[src/rtl/cipher_pkg.sv]
// Shared types and constants for the Vigenere stream cipher.
// Holds the cipher mode enum, controller state enum, alphabet sizes,
// ASCII range bounds and the modular offset helper used by char_rotate.
package cipher_pkg;

  typedef enum logic [1:0] {
    ENC = 2'b00,
    DEC = 2'b01,
    BYP = 2'b10
  } mode_t;

  typedef enum logic {
    IDLE = 1'b0,
    RUN  = 1'b1
  } state_t;

  localparam int ALPHA_LEN = 26;
  localparam int DIGIT_LEN = 10;

  localparam logic [7:0] UPPER_A = 8'h41;
  localparam logic [7:0] UPPER_Z = 8'h5A;
  localparam logic [7:0] LOWER_A = 8'h61;
  localparam logic [7:0] LOWER_Z = 8'h7A;
  localparam logic [7:0] DIGIT_0 = 8'h30;
  localparam logic [7:0] DIGIT_9 = 8'h39;

  // Both 2'b10 and 2'b11 select bypass.
  function automatic mode_t decode_mode(input logic [1:0] m);
    case (m)
      2'b00:   return ENC;
      2'b01:   return DEC;
      default: return BYP;
    endcase
  endfunction

  // (off +/- k) mod len, for off < len and k < len.
  // Decrypt adds len before subtracting so the sum never goes negative.
  function automatic logic [7:0] rotate_offset(input logic [7:0] off,
                                               input logic [7:0] k,
                                               input logic [7:0] len,
                                               input logic       dec);
    logic [7:0] t;
    t = dec ? (off + len - k) : (off + k);
    if (t >= len) t = t - len;
    return t;
  endfunction

endpackage

[src/rtl/char_rotate.sv]
// Combinational single-character rotation.
// Letters rotate within their own case; everything else passes through.
// Optional macro VIGENERE_DIGIT_EN: digits rotate by (shift mod 10) and
// report is_alpha so they also advance the key index.
module char_rotate
  import cipher_pkg::*;
(
  input  logic [7:0] ch,
  input  logic [4:0] shift,
  input  mode_t      mode,
  output logic [7:0] rot_ch,
  output logic       is_alpha
);

  logic       dec;
  logic       active;
`ifdef VIGENERE_DIGIT_EN
  logic [4:0] shift_digit;
`endif

  assign dec    = (mode == DEC);
  assign active = (mode != BYP);
`ifdef VIGENERE_DIGIT_EN
  assign shift_digit = shift % 5'(DIGIT_LEN);
`endif

  // Classify the character and apply the rotation for its class.
  // NOTE: defaults assigned first so every path drives both outputs and
  // no latch is inferred.
  always_comb begin
    rot_ch   = ch;
    is_alpha = 1'b0;
    if (ch >= UPPER_A && ch <= UPPER_Z) begin
      is_alpha = 1'b1;
      if (active)
        rot_ch = UPPER_A + rotate_offset(ch - UPPER_A, {3'b000, shift},
                                         8'(ALPHA_LEN), dec);
    end else if (ch >= LOWER_A && ch <= LOWER_Z) begin
      is_alpha = 1'b1;
      if (active)
        rot_ch = LOWER_A + rotate_offset(ch - LOWER_A, {3'b000, shift},
                                         8'(ALPHA_LEN), dec);
    end
`ifdef VIGENERE_DIGIT_EN
    else if (ch >= DIGIT_0 && ch <= DIGIT_9) begin
      is_alpha = 1'b1;
      if (active)
        rot_ch = DIGIT_0 + rotate_offset(ch - DIGIT_0, {3'b000, shift_digit},
                                         8'(DIGIT_LEN), dec);
    end
`endif
  end

endmodule

[src/rtl/vigenere_stream.sv]
// Streaming Vigenere cipher with a valid/ready input, a single registered
// output stage and a writable key table.
// Mode and key length are taken live for the first beat of a run and held
// for the remainder of it; restart rewinds the key index and returns to IDLE.
// Optional macro VIGENERE_DIGIT_EN (see char_rotate) also rotates digits.
module vigenere_stream
  import cipher_pkg::*;
#(
  parameter int N         = 8,
  parameter int KEY_DEPTH = 16
) (
  input  logic                         clock,
  input  logic                         rst,
  input  logic                         key_wr,
  input  logic [$clog2(KEY_DEPTH)-1:0] key_addr,
  input  logic [4:0]                   key_data,
  input  logic [$clog2(KEY_DEPTH):0]   key_len,
  input  logic [1:0]                   mode,
  input  logic                         restart,
  input  logic                         in_valid,
  output logic                         in_ready,
  input  logic [N-1:0]                 din,
  output logic                         out_valid,
  input  logic                         out_ready,
  output logic [N-1:0]                 dout,
  output logic                         busy,
  output logic                         key_err
);

  localparam int AW = $clog2(KEY_DEPTH);
  localparam int LW = AW + 1;

  state_t         state_q, state_d;
  mode_t          mode_q;
  logic [LW-1:0]  len_q;
  logic [AW-1:0]  idx_q;
  logic [4:0]     key_mem [KEY_DEPTH];

  logic           accept;
  mode_t          eff_mode;
  logic [LW-1:0]  live_len;
  logic [LW-1:0]  eff_len;
  logic [AW-1:0]  cur_idx;
  logic [LW-1:0]  idx_inc;
  logic [AW-1:0]  next_idx;
  logic [4:0]     shift;
  logic [7:0]     rot_ch;
  logic           is_alpha;
  logic [N-1:0]   dout_d;

  assign in_ready = !out_valid || out_ready;
  assign accept   = in_valid && in_ready;

  // Lengths beyond the table size use the whole table.
  assign live_len = (key_len > LW'(KEY_DEPTH)) ? LW'(KEY_DEPTH) : key_len;
  assign eff_mode = (state_q == IDLE) ? decode_mode(mode) : mode_q;
  assign eff_len  = (state_q == IDLE) ? live_len : len_q;

  // A beat coinciding with restart is ciphered from the top of the key.
  assign cur_idx  = restart ? '0 : idx_q;
  assign shift    = (eff_len == '0) ? 5'd0 : key_mem[cur_idx];
  assign idx_inc  = {1'b0, cur_idx} + LW'(1);

  char_rotate u_rotate (
    .ch       (din[7:0]),
    .shift    (shift),
    .mode     (eff_mode),
    .rot_ch   (rot_ch),
    .is_alpha (is_alpha)
  );

  // Key index after the current letter: wraps at the active length, pinned at 0 when empty.
  always_comb begin
    next_idx = '0;
    if (eff_len != '0 && idx_inc < eff_len)
      next_idx = idx_inc[AW-1:0];
  end

  // Output character: upper bits pass through, low byte is the rotated ASCII.
  // NOTE: blocking assignments in combinational logic; the later partial
  // assignment overrides the default for bits [7:0].
  always_comb begin
    dout_d      = din;
    dout_d[7:0] = rot_ch;
  end

  // State register.
  // NOTE: sequential state uses non-blocking assignments so all registers
  // update from the same pre-edge values.
  always_ff @(posedge clock or negedge rst) begin
    if (!rst) state_q <= IDLE;
    else      state_q <= state_d;
  end

  // Next-state logic: first accepted beat starts a run, restart ends it.
  always_comb begin
    state_d = state_q;
    case (state_q)
      IDLE:    if (accept && !restart) state_d = RUN;
      RUN:     if (restart)            state_d = IDLE;
      default: state_d = IDLE;
    endcase
  end

  // State-derived outputs.
  always_comb begin
    busy = (state_q == RUN);
  end

  // Capture mode and key length for the run on the first accepted beat.
  always_ff @(posedge clock or negedge rst) begin
    if (!rst) begin
      mode_q <= ENC;
      len_q  <= '0;
    end else if (state_q == IDLE && accept) begin
      mode_q <= eff_mode;
      len_q  <= live_len;
    end
  end

  // Key index: advance on accepted letters, rewind on restart.
  always_ff @(posedge clock or negedge rst) begin
    if (!rst)                    idx_q <= '0;
    else if (accept && is_alpha) idx_q <= next_idx;
    else if (restart)            idx_q <= '0;
  end

  // Key table writes (IDLE only, reduced mod 26) and the sticky error flag.
  // NOTE: the key table is cleared on reset, so it is built from flops
  // rather than a RAM macro.
  always_ff @(posedge clock or negedge rst) begin
    if (!rst) begin
      for (int i = 0; i < KEY_DEPTH; i++) key_mem[i] <= '0;
      key_err <= 1'b0;
    end else if (key_wr) begin
      if (state_q == RUN) begin
        key_err <= 1'b1;
      end else if (key_data >= 5'(ALPHA_LEN)) begin
        key_mem[key_addr] <= key_data - 5'(ALPHA_LEN);
        key_err           <= 1'b1;
      end else begin
        key_mem[key_addr] <= key_data;
      end
    end
  end

  // Single output register: load on accept, drain on out_ready, hold otherwise.
  always_ff @(posedge clock or negedge rst) begin
    if (!rst) begin
      out_valid <= 1'b0;
      dout      <= '0;
    end else if (accept) begin
      out_valid <= 1'b1;
      dout      <= dout_d;
    end else if (out_ready) begin
      out_valid <= 1'b0;
    end
  end

endmodule

[config.mk]
export PLATFORM = sky130hd
export DESIGN_NAME = vigenere_stream
export DESIGN_NICKNAME = d
export VERILOG_FILES = /design/src/rtl/cipher_pkg.sv /design/src/rtl/char_rotate.sv /design/src/rtl/vigenere_stream.sv
export SDC_FILE = /design/constraint.sdc
export NUM_CORES = 1
export LEC_CHECK = 0
export CORE_MARGIN = 3
export CORE_UTILIZATION = 50
export DETAILED_ROUTE_END_ITERATION = 6
export PLACE_DENSITY_LB_ADDON = 0.05
export SYNTH_ARGS = -nofsm -noshare
export SYNTH_HDL_FRONTEND = slang
export SYNTH_SLANG_ARGS = --single-unit
[constraint.sdc]
create_clock -name clock -period 7.55 [get_ports clock]
set_input_delay 1.51 -clock clock [delete_from_list [all_inputs] [get_ports clock]]
set_output_delay 1.51 -clock clock [all_outputs]
set_load 0.01 [all_outputs]
==> flow_summary.yaml, run 1 <==
drt:
  drc: 0
  vias: 5987
  routed_wl_um: 19500
  post_drt_via_cell_ratio: 5.97
  wl_per_cell_um: 19.5
  drt_first_pass_iters: 7
  ant_nets: 0
  drt-initial-drc-count: 398
yosys:
  synthXorXnorAreaFrac: 0.0418
  synth_edf_count: 0
  async_flop_share: 1.00
  synth_fa_ha_area_frac: 0.0575
  synth_top_family_by_area: "compound AO/OA/AOI/OAI gates"
  synth-compound-area-share: 0.200
  ys_ff_latch: 102
  syn_inst: 787
  syn_nets: 849
  ys_types: 89
  synthFlopType: "dfrtp_1"
  ys_warn_count: 0
  yosys-mux-area-fraction: 0.121
  postSynthAreaPerCell_um2: 9.17
  yosysSeqAreaShare: 0.353
  synthSimpleGateAreaFrac: 0.186
  synthesis.area_mm2: 0.00722
sta:
  whs_ns: 0.478
  max-slew-margin-rel: 0.283
  finalCritPeriodShare: 0.951
  min_period_ns: 7.18
  fin_setup_tns_ns: 0
  skew_ns: 0.00763
  grt_setup_unrepaired: "false"
  worstMarginPinSlew_ns: 1.07
  finalHoldViolCount: 0
  drv_slew: 0
  setup_viol: 0
  max_freq_mhz: 139
power:
  peakVddDrop_mv: 0.133
  power_leakage_nw: 3.42
  powerDensity_mw_per_mm2: 259
  power_mw: 2.10
clock_tree:
  cts_root_buffer: "clkbuf_16"
  htree_levels: 3
  cts_max_path_buffers: 2
  cts_buffers: 9
  cts_tree: "yes"
  clk_latency_ns: 0.35
  cts_setup_buffers: 0
  numClockSinks: 102
  path_clk_slew_ns: 0.07
final_layout:
  antenna_cells: 0
  fin_nets: 880
  drive_above_1_share: 0.136
  area_delta_synth_final_pct: 12.2
  fin_util: 0.579
  nFillCells: 1280
die:
  die_x_um: 126
  num_io_pins: 42
  core_area_mm2: 0.0140
  fp.dieH_um: 126
  num_rows: 43
  initial_utilization: 0.516
  die_area_mm2: 0.0159
worst_setup_path:
  arrival_ns: 7.40
  rrSetupSlack_ns: 1.34
  rr_worst_depth: 22
  crit_type: "primary input to flop"
  cp_max_fo: 10
  start_kind: "primary input"
  crit_path_end_kind: "flop"
  cp.required_ns: 7.77
  r2r-start: "idx_q[1]"
  reg2reg_to: "dout[4]"
global_route:
  antenna_found_initial: 0
  grt_pass1_wl_um: 32000
  track_usage: 0.252
  grt_max_degree: 79
  first_global_vias: 6021
  globalRouteOverflowTotal: 0
hold_path:
  hold_class: "flop to flop"
  hold_depth: 1
  holdPathEnd: "key_err"
  min_from: "key_err"
outcome:
  status: "finished, final reports clean"
placed_design:
  dp_hpwl_um: 15200
  place.gp.congestion: 0.913
  io_buffers: 41
flow_run:
  cap_violations: 0
-- layout make-up --
type	count	area [µm²]	share of cell area
multi-input cells	618	4400	0.543
flip-flops and latches	102	2550	0.315
repair buffers	53	498	0.0615
clock buffers	9	225	0.0278
well taps	180	225	0.0278
inverters	34	128	0.0158
clock inverters	7	77.6	0.00958
-- cells by family (layout without fill, tap and decap cells) --
kind of cell	count (synthesis)	after routing
flip-flops	102	102
adder cells (fa/ha/maj)	32	32
buffers and inverters	67	103
multiplexers	79	79
XOR/XNOR	32	32
AO/OA/AOI/OAI	211	211
AND/OR/NAND/NOR	264	264
-- synth_stat cells (all sizes together), types with 12 or more instances --
| master | count | share of area |
|---|---|---|
| mux2i | 32 | 0.044 |
| buf | 14 | 0.012 |
| nor3 | 14 | 0.011 |
| inv | 33 | 0.017 |
| a21oi | 30 | 0.021 |
| nand3 | 13 | 0.0090 |
| nor2b | 12 | 0.010 |
| mux2 | 46 | 0.073 |
| nand2b | 16 | 0.014 |
| nor2 | 56 | 0.029 |
| dfrtp | 102 | 0.35 |
| nand2 | 93 | 0.048 |
| xnor2 | 20 | 0.025 |
| clkbuf | 19 | 0.0099 |
| o21ai | 80 | 0.056 |
| ha | 30 | 0.052 |
-- worst max-delay path, stage by stage --
cell and delay, ns:
clkdlybuf4s50_1 0.61, o21ba_2 0.43, nor2_1 0.06, a2111oi_0 0.45
o31ai_1 0.12, or2_2 0.32, inv_1 0.10, ha_1 0.25
ha_1 0.25, fa_1 0.42, a21o_1 0.19, a21oi_2 0.23
o21ai_0 0.15, xnor2_1 0.14, o22ai_1 0.34, xnor2_2 0.21
nand4_4 0.22, xnor2_1 0.19, ha_1 0.28, nand4b_1 0.12
a21oi_1 0.07, a311o_1 0.32, o32ai_1 0.31, o31ai_1 0.12
-- worst max-delay path by stage --
stage,start,end,slack (ns),depth (start not counted)
floorplan,restart,dout[4],0.98,24
global placement,restart,dout[4],0.14,24
detailed placement,restart,dout[4],-0.06,24
CTS,restart,dout[4],0.29,24
global route,restart,dout[4],0.03,24
finish,restart,dout[4],0.37,24
-- repair_timing --
item | 4_1_cts | 5_1_grt
endpoints found under the setup margin | 0 | 2
endpoints found under the hold margin | 0 | 0
hold buffers | 0 | 0
resized for setup | 0 | 3
-- cell usage in the layout, fill, tap and decap left out, types with 8 or more instances in the layout --
cell type and instances:
nand3_1 13, xnor2_1 18, a211oi_1 9, nor2b_1 12
buf_4 13, and2_1 9, o22ai_1 9, clkbuf_16 9
clkdlybuf4s50_1 40, o21ai_0 73, a221oi_1 8, ha_1 30
nor3_1 13, nor2_1 56, a21oi_1 28, nand2b_1 16
xor2_1 11, mux2i_1 31, mux2_2 42, nand2_1 93
dfrtp_1 102, inv_1 31
-- metrics by stage --
step / cell area [µm²] / cells / worst slack (ns)
finish: 8100 / 1003 / 0.370
detailed placement: 7790 / 987 / -0.0584
global placement: 7790 / 987 / 0.139
CTS: 8090 / 1003 / 0.291
global route: 8100 / 1003 / 0.0294
floorplan: 7220 / 787 / 0.983
-- where the power goes --
group | leakage, nW | total [mW] | switching [mW] | internal, mW
clock network | 0.147 | 0.477 | 0.216 | 0.261
logic | 1.99 | 0.899 | 0.523 | 0.376
registers | 1.29 | 0.726 | 0.0670 | 0.659
-- routing by layer --
layer	wire length (µm)	vias up	GRT usage
li1	-	2921	-
met1	8560	2877	0.327
met2	9680	153	0.432
met3	686	36	0.0365
met4	592	0	0.0890
met5	0	-	0
Power figures use the tool's default switching activity.
==> run 2: changes to the inputs <==
- CTS_CLUSTER_SIZE: default -> 8
- RECOVER_POWER: default -> 25
- SLEW_MARGIN: default -> 30
==> flow_summary.yaml, run 2 (same netlist as run 1, synthesis figures left out) <==
hold_path:
  hold_depth: 2
  min_from: "len_q[0]"
  hold_class: "flop to flop"
  holdPathEnd: "len_q[0]"
clock_tree:
  cts_setup_buffers: 0
  cts_max_path_buffers: 2
  cts_tree: "yes"
  hold_buffers: 0
  htree_levels: 3
  numClockSinks: 102
  cts_buffers: 9
  cts_resized: 0
  cts_root_buffer: "clkbuf_16"
  clk_latency_ns: 0.34
  path_clk_slew_ns: 0.07
final_layout:
  layout_common_cells: "dfrtp_1 (102), nand2_1 (93), o21ai_0 (73)"
  area_delta_synth_final_pct: 11.9
  fin_nets: 880
  drive_above_1_share: 0.133
  fin_util: 0.578
  antenna_cells: 0
  layout_commonest_cell: "dfrtp_1"
sta:
  setup_viol: 0
  fin_setup_tns_ns: 0
  grt_setup_unrepaired: "false"
  skew_ns: 0.00639
  max-slew-margin-rel: -1.82
  worstMarginPinSlew_ns: 4.24
  min_period_ns: 7.09
  finalCritPeriodShare: 0.939
  finalHoldViolCount: 0
  max_freq_mhz: 141
  drv_slew: 79
drt:
  vias: 5952
  routed_wl_um: 19700
  wl_per_cell_um: 19.6
  post_drt_via_cell_ratio: 5.94
  ant_nets: 0
  drc: 0
  drt-initial-drc-count: 465
  drt_first_pass_iters: 5
worst_setup_path:
  rr_worst_depth: 24
  r2r-start: "idx_q[1]"
  rrSetupSlack_ns: 1.35
  cp.required_ns: 7.77
  path_delay_family: "compound AO/OA/AOI/OAI gates"
  crit_path_start: "restart"
  arrival_ns: 7.30
  worst_path_most_repeated_cell: "ha_1"
  start_kind: "primary input"
  crit_type: "primary input to flop"
  path_cells: "clkdlybuf4s50_1 -> o21ba_2 -> nor2_1 -> a2111oi_0 -> o31ai_1 -> or2_2 -> inv_1 -> ha_1 -> ha_1 -> fa_1 -> a21o_1 -> a21oi_2 -> o21ai_0 -> xnor2_1 -> o22ai_1 -> xnor2_2 -> nand4_4 -> xnor2_1 -> ha_1 -> nand4b_1 -> a21oi_1 -> a311o_1 -> o32ai_1 -> o31ai_1"
  crit_path_end_kind: "flop"
  cp_num_buf_inv: 2
  cp_max_fo: 10
  cp_slowest_cell: "clkdlybuf4s50_1"
  reg2reg_to: "dout[4]"
  cpPeakStageDelay_ns: 0.61
global_route:
  track_usage: 0.252
  grt_max_degree: 79
  grt_pass1_wl_um: 32100
  globalRouteOverflowTotal: 0
  antenna_found_initial: 0
  first_global_vias: 6065
die:
  num_rows: 43
  fp.dieH_um: 126
  initial_utilization: 0.516
  num_io_pins: 42
  die_x_um: 126
  core_area_mm2: 0.0140
  die_area_mm2: 0.0159
outcome:
  violations: "max-capacitance violations, max-slew violations"
  status: "finished with violations"
placed_design:
  io_buffers: 41
  place.gp.congestion: 0.913
  dp_hpwl_um: 15200
power:
  power_leakage_nw: 3.40
  powerDensity_mw_per_mm2: 255
  peakVddDrop_mv: 0.166
flow_run:
  cap_violations: 1
run 2: cell types whose count changed in the layout (fill, tap and decap cells not counted), moves of 2 or more:
cell and change:
inv_6 -3, buf_4 -2, clkbuf_8 +2, clkbuf_1 +3
run 2: metal layers:
layer | wire (µm) | track usage | up-vias
li1 | - | - | 2930
met1 | 8680 | 0.325 | 2871
met2 | 9750 | 0.428 | 118
met3 | 619 | 0.0445 | 33
met4 | 630 | 0.0877 | 0
met5 | 0 | 0 | -
run 2: report_power, final:
part / internal (mW) / switching [mW]
clock network: 0.239 / 0.197
logic: 0.376 / 0.522
registers: 0.659 / 0.0685
run 2: how the worst max path moves through the flow:
| stage | depth (start not counted) | slack (ns) | end |
|---|---|---|---|
| after floorplan | 24 | 0.98 | dout[4] |
| after global placement | 24 | 0.14 | dout[4] |
| after detailed placement | 24 | -0.06 | dout[4] |
| after CTS | 24 | 0.30 | dout[4] |
| after global routing | 24 | 0.13 | dout[4] |
| final | 24 | 0.46 | dout[4] |
run 2: layout make-up:
class	count	area (µm²)
multi-input cells	618	4410
flip-flops and latches	102	2550
well taps	180	225
inverters	34	128
clock buffers	12	256
repair buffers	53	490
clock inverters	3	20.0
fillers	1295	5910
run 2: through the flow:
stage | hold slack, ns | area (µm²) | std cells | power (mW) | setup WS (ns)
after global routing | 0.505 | 8080 | 1002 | 2.20 | 0.132
after floorplan | 0.442 | 7220 | 787 | 1.37 | 0.983
after detailed placement | 0.463 | 7800 | 987 | 1.62 | -0.0563
after CTS | 0.479 | 8080 | 1002 | 2.06 | 0.297
after global placement | 0.448 | 7790 | 987 | 1.61 | 0.139
final | 0.479 | 8080 | 1002 | 2.06 | 0.462
run 2: worst reg2reg max path: cells and delay by family (launching register included):
| kind | cells | cell delay (ns) |
|---|---|---|
| flip-flops | 1 | 0.89 |
| AO/OA/AOI/OAI | 11 | 2.37 |
| XOR/XNOR | 3 | 0.54 |
| buffers and inverters | 1 | 0.09 |
| adder cells (fa/ha/maj) | 4 | 1.18 |
| multiplexers | 1 | 0.25 |
| AND/OR/NAND/NOR | 4 | 0.75 |
==> run 3: changes to the inputs <==
- clock period: 7.55 -> 6.09 ns (I/O delays scaled with it)
==> flow_summary.yaml, run 3 (same netlist as run 1, synthesis figures left out) <==
placed_design:
  io_buffers: 41
  dpl_worst_slack_ns: -0.636
  place.gp.congestion: 0.947
  dp_hpwl_um: 16100
worst_setup_path:
  start_kind: "primary input"
  cp_max_fo: 5
  crit_path_end_kind: "flop"
  crit_type: "primary input to flop"
  arrival_ns: 6.13
  r2r-start: "idx_q[1]"
  cp.required_ns: 6.36
  reg2reg_to: "dout[6]"
  rr_worst_depth: 25
  rrSetupSlack_ns: 0.60
die:
  num_rows: 43
  initial_utilization: 0.516
  fp.dieH_um: 126
  die_x_um: 126
  die_area_mm2: 0.0159
  core_area_mm2: 0.0140
  num_io_pins: 42
hold_path:
  min_from: "key_err"
  hold_depth: 1
  holdPathEnd: "key_err"
  hold_class: "flop to flop"
final_layout:
  area_delta_synth_final_pct: 24.9
  layout_commonest_cell: "buf_4"
  antenna_cells: 0
  layout_common_cells: "buf_4 (113), dfrtp_1 (102), nand2_1 (93)"
  drive_above_1_share: 0.252
  fin_nets: 982
sta:
  fin_setup_tns_ns: 0
  setup_viol: 0
  finalCritPeriodShare: 0.962
  drv_slew: 80
  min_period_ns: 5.86
  skew_ns: 0.0104
  fin_ws_ns: 0.232
  finalHoldViolCount: 0
  max_freq_mhz: 171
  whs_ns: 0.467
  worstMarginPinSlew_ns: 1.94
  max-slew-margin-rel: -0.294
clock_tree:
  cts_root_buffer: "clkbuf_16"
  htree_levels: 3
  hold_buffers: 0
  numClockSinks: 102
  path_clk_slew_ns: 0.08
  cts_buffers: 9
  cts_max_path_buffers: 2
  cts_tree: "yes"
  clk_latency_ns: 0.36
power:
  powerDensity_mw_per_mm2: 325
  pwr-share-clk: 0.206
  p_comb_frac: 0.489
  p_int_mw: 1.85
  peakVddDrop_mv: 0.243
  power_leakage_nw: 3.96
  seqPwrFrac: 0.306
  swShare: 0.370
  switching_power_mw: 1.08
global_route:
  grt_use_met3: 0.0322
  busiest_layer: "met2"
  gr-usage-met1: 0.329
  grt_pass1_wl_um: 33600
  first_global_vias: 6557
  globalRouteOverflowTotal: 0
  met2_usage: 0.467
  antenna_found_initial: 0
  track_usage: 0.263
  grt_max_degree: 80
outcome:
  status: "finished with violations"
  violations: "max-capacitance violations, max-slew violations"
flow_run:
  cap_violations: 1
drt:
  drt_first_pass_iters: 5
  wl_per_cell_um: 18.8
  post_drt_via_cell_ratio: 5.82
  drt-initial-drc-count: 422
  ant_nets: 0
  routed_wl_um: 20800
  drc: 0
  vias: 6428
[run 3: cell count changes in the layout (fill, tap and decap cells not counted), sizes merged]
cell           delta
buf             +102
dlymetal6s2s      +2
bufinv            +1
clkinv            +1
clkdlybuf4s50     -2
clkinvlp          -2
inv               +2
clkbuf            -2
[run 3: critical path, cell delays in order]
cell             delay [ns]
clkdlybuf4s50_1        0.41
nor3b_1                0.15
a2111o_1               0.45
nor2_1                 0.21
buf_4                  0.20
a311oi_1               0.06
buf_4                  0.16
ha_1                   0.34
ha_4                   0.28
buf_4                  0.14
xor2_2                 0.18
o21ai_1                0.09
nor2_1                 0.11
a211oi_1               0.06
a311o_1                0.36
a311o_4                0.37
nand4_4                0.11
xnor2_2                0.12
ha_2                   0.20
nor3b_2                0.15
nand4_1                0.13
xnor2_1                0.22
o221ai_1               0.13
o31ai_1                0.25
[run 3: worst max-delay path by stage]
stage | end | cells after the start | from | slack [ns]
2_1_floorplan | dout[4] | 25 | restart | 0.01
3_3_place_gp | dout[4] | 26 | restart | -0.35
3_5_place_dp | dout[6] | 25 | restart | -0.64
4_1_cts | dout[6] | 26 | restart | -0.01
5_1_grt | dout[6] | 24 | key_len[3] | -0.04
6_report | dout[6] | 24 | key_len[3] | 0.23
[run 3: stage by stage]
step	util	std cells	cell area, µm²	power, mW
6_report	0.645	1104	9020	2.93
5_1_grt	0.645	1104	9020	3.11
4_1_cts	0.633	1100	8850	2.86
3_5_place_dp	0.610	1085	8530	2.24
3_3_place_gp	0.609	1085	8520	2.22
2_1_floorplan	-	787	7220	1.70
[run 3: what timing repair did]
item,CTS,global route
gates resized for setup,5,30
setup buffers,0,4
pin swaps,2,17
endpoints found under the setup margin,4,7
[run 3: area by class of cell]
cell class              count  area [µm²]
multi-input cells         618        4550
fillers                  1182        4970
repair buffers            155        1260
clock buffers              10         239
flip-flops and latches    102        2550
clock inverters             5        65.1
well taps                 180         225
inverters                  34         128
[run 3: routing by layer]
metal	share of wire	vias to the layer above	routed length, µm
li1	-	3123	-
met1	0.43	3143	8960
met2	0.51	130	10700
met3	0.030	32	616
met4	0.026	0	551
met5	0	-	0
[run 3: power groups by stage]
stage	clock network [mW]	registers [mW]	logic (mW)
global placement	0	0.900	1.32
CTS	0.613	0.894	1.35
finish	0.603	0.896	1.43
floorplan	0	0.886	0.809
global route	0.635	0.914	1.56
detailed placement	0	0.907	1.33
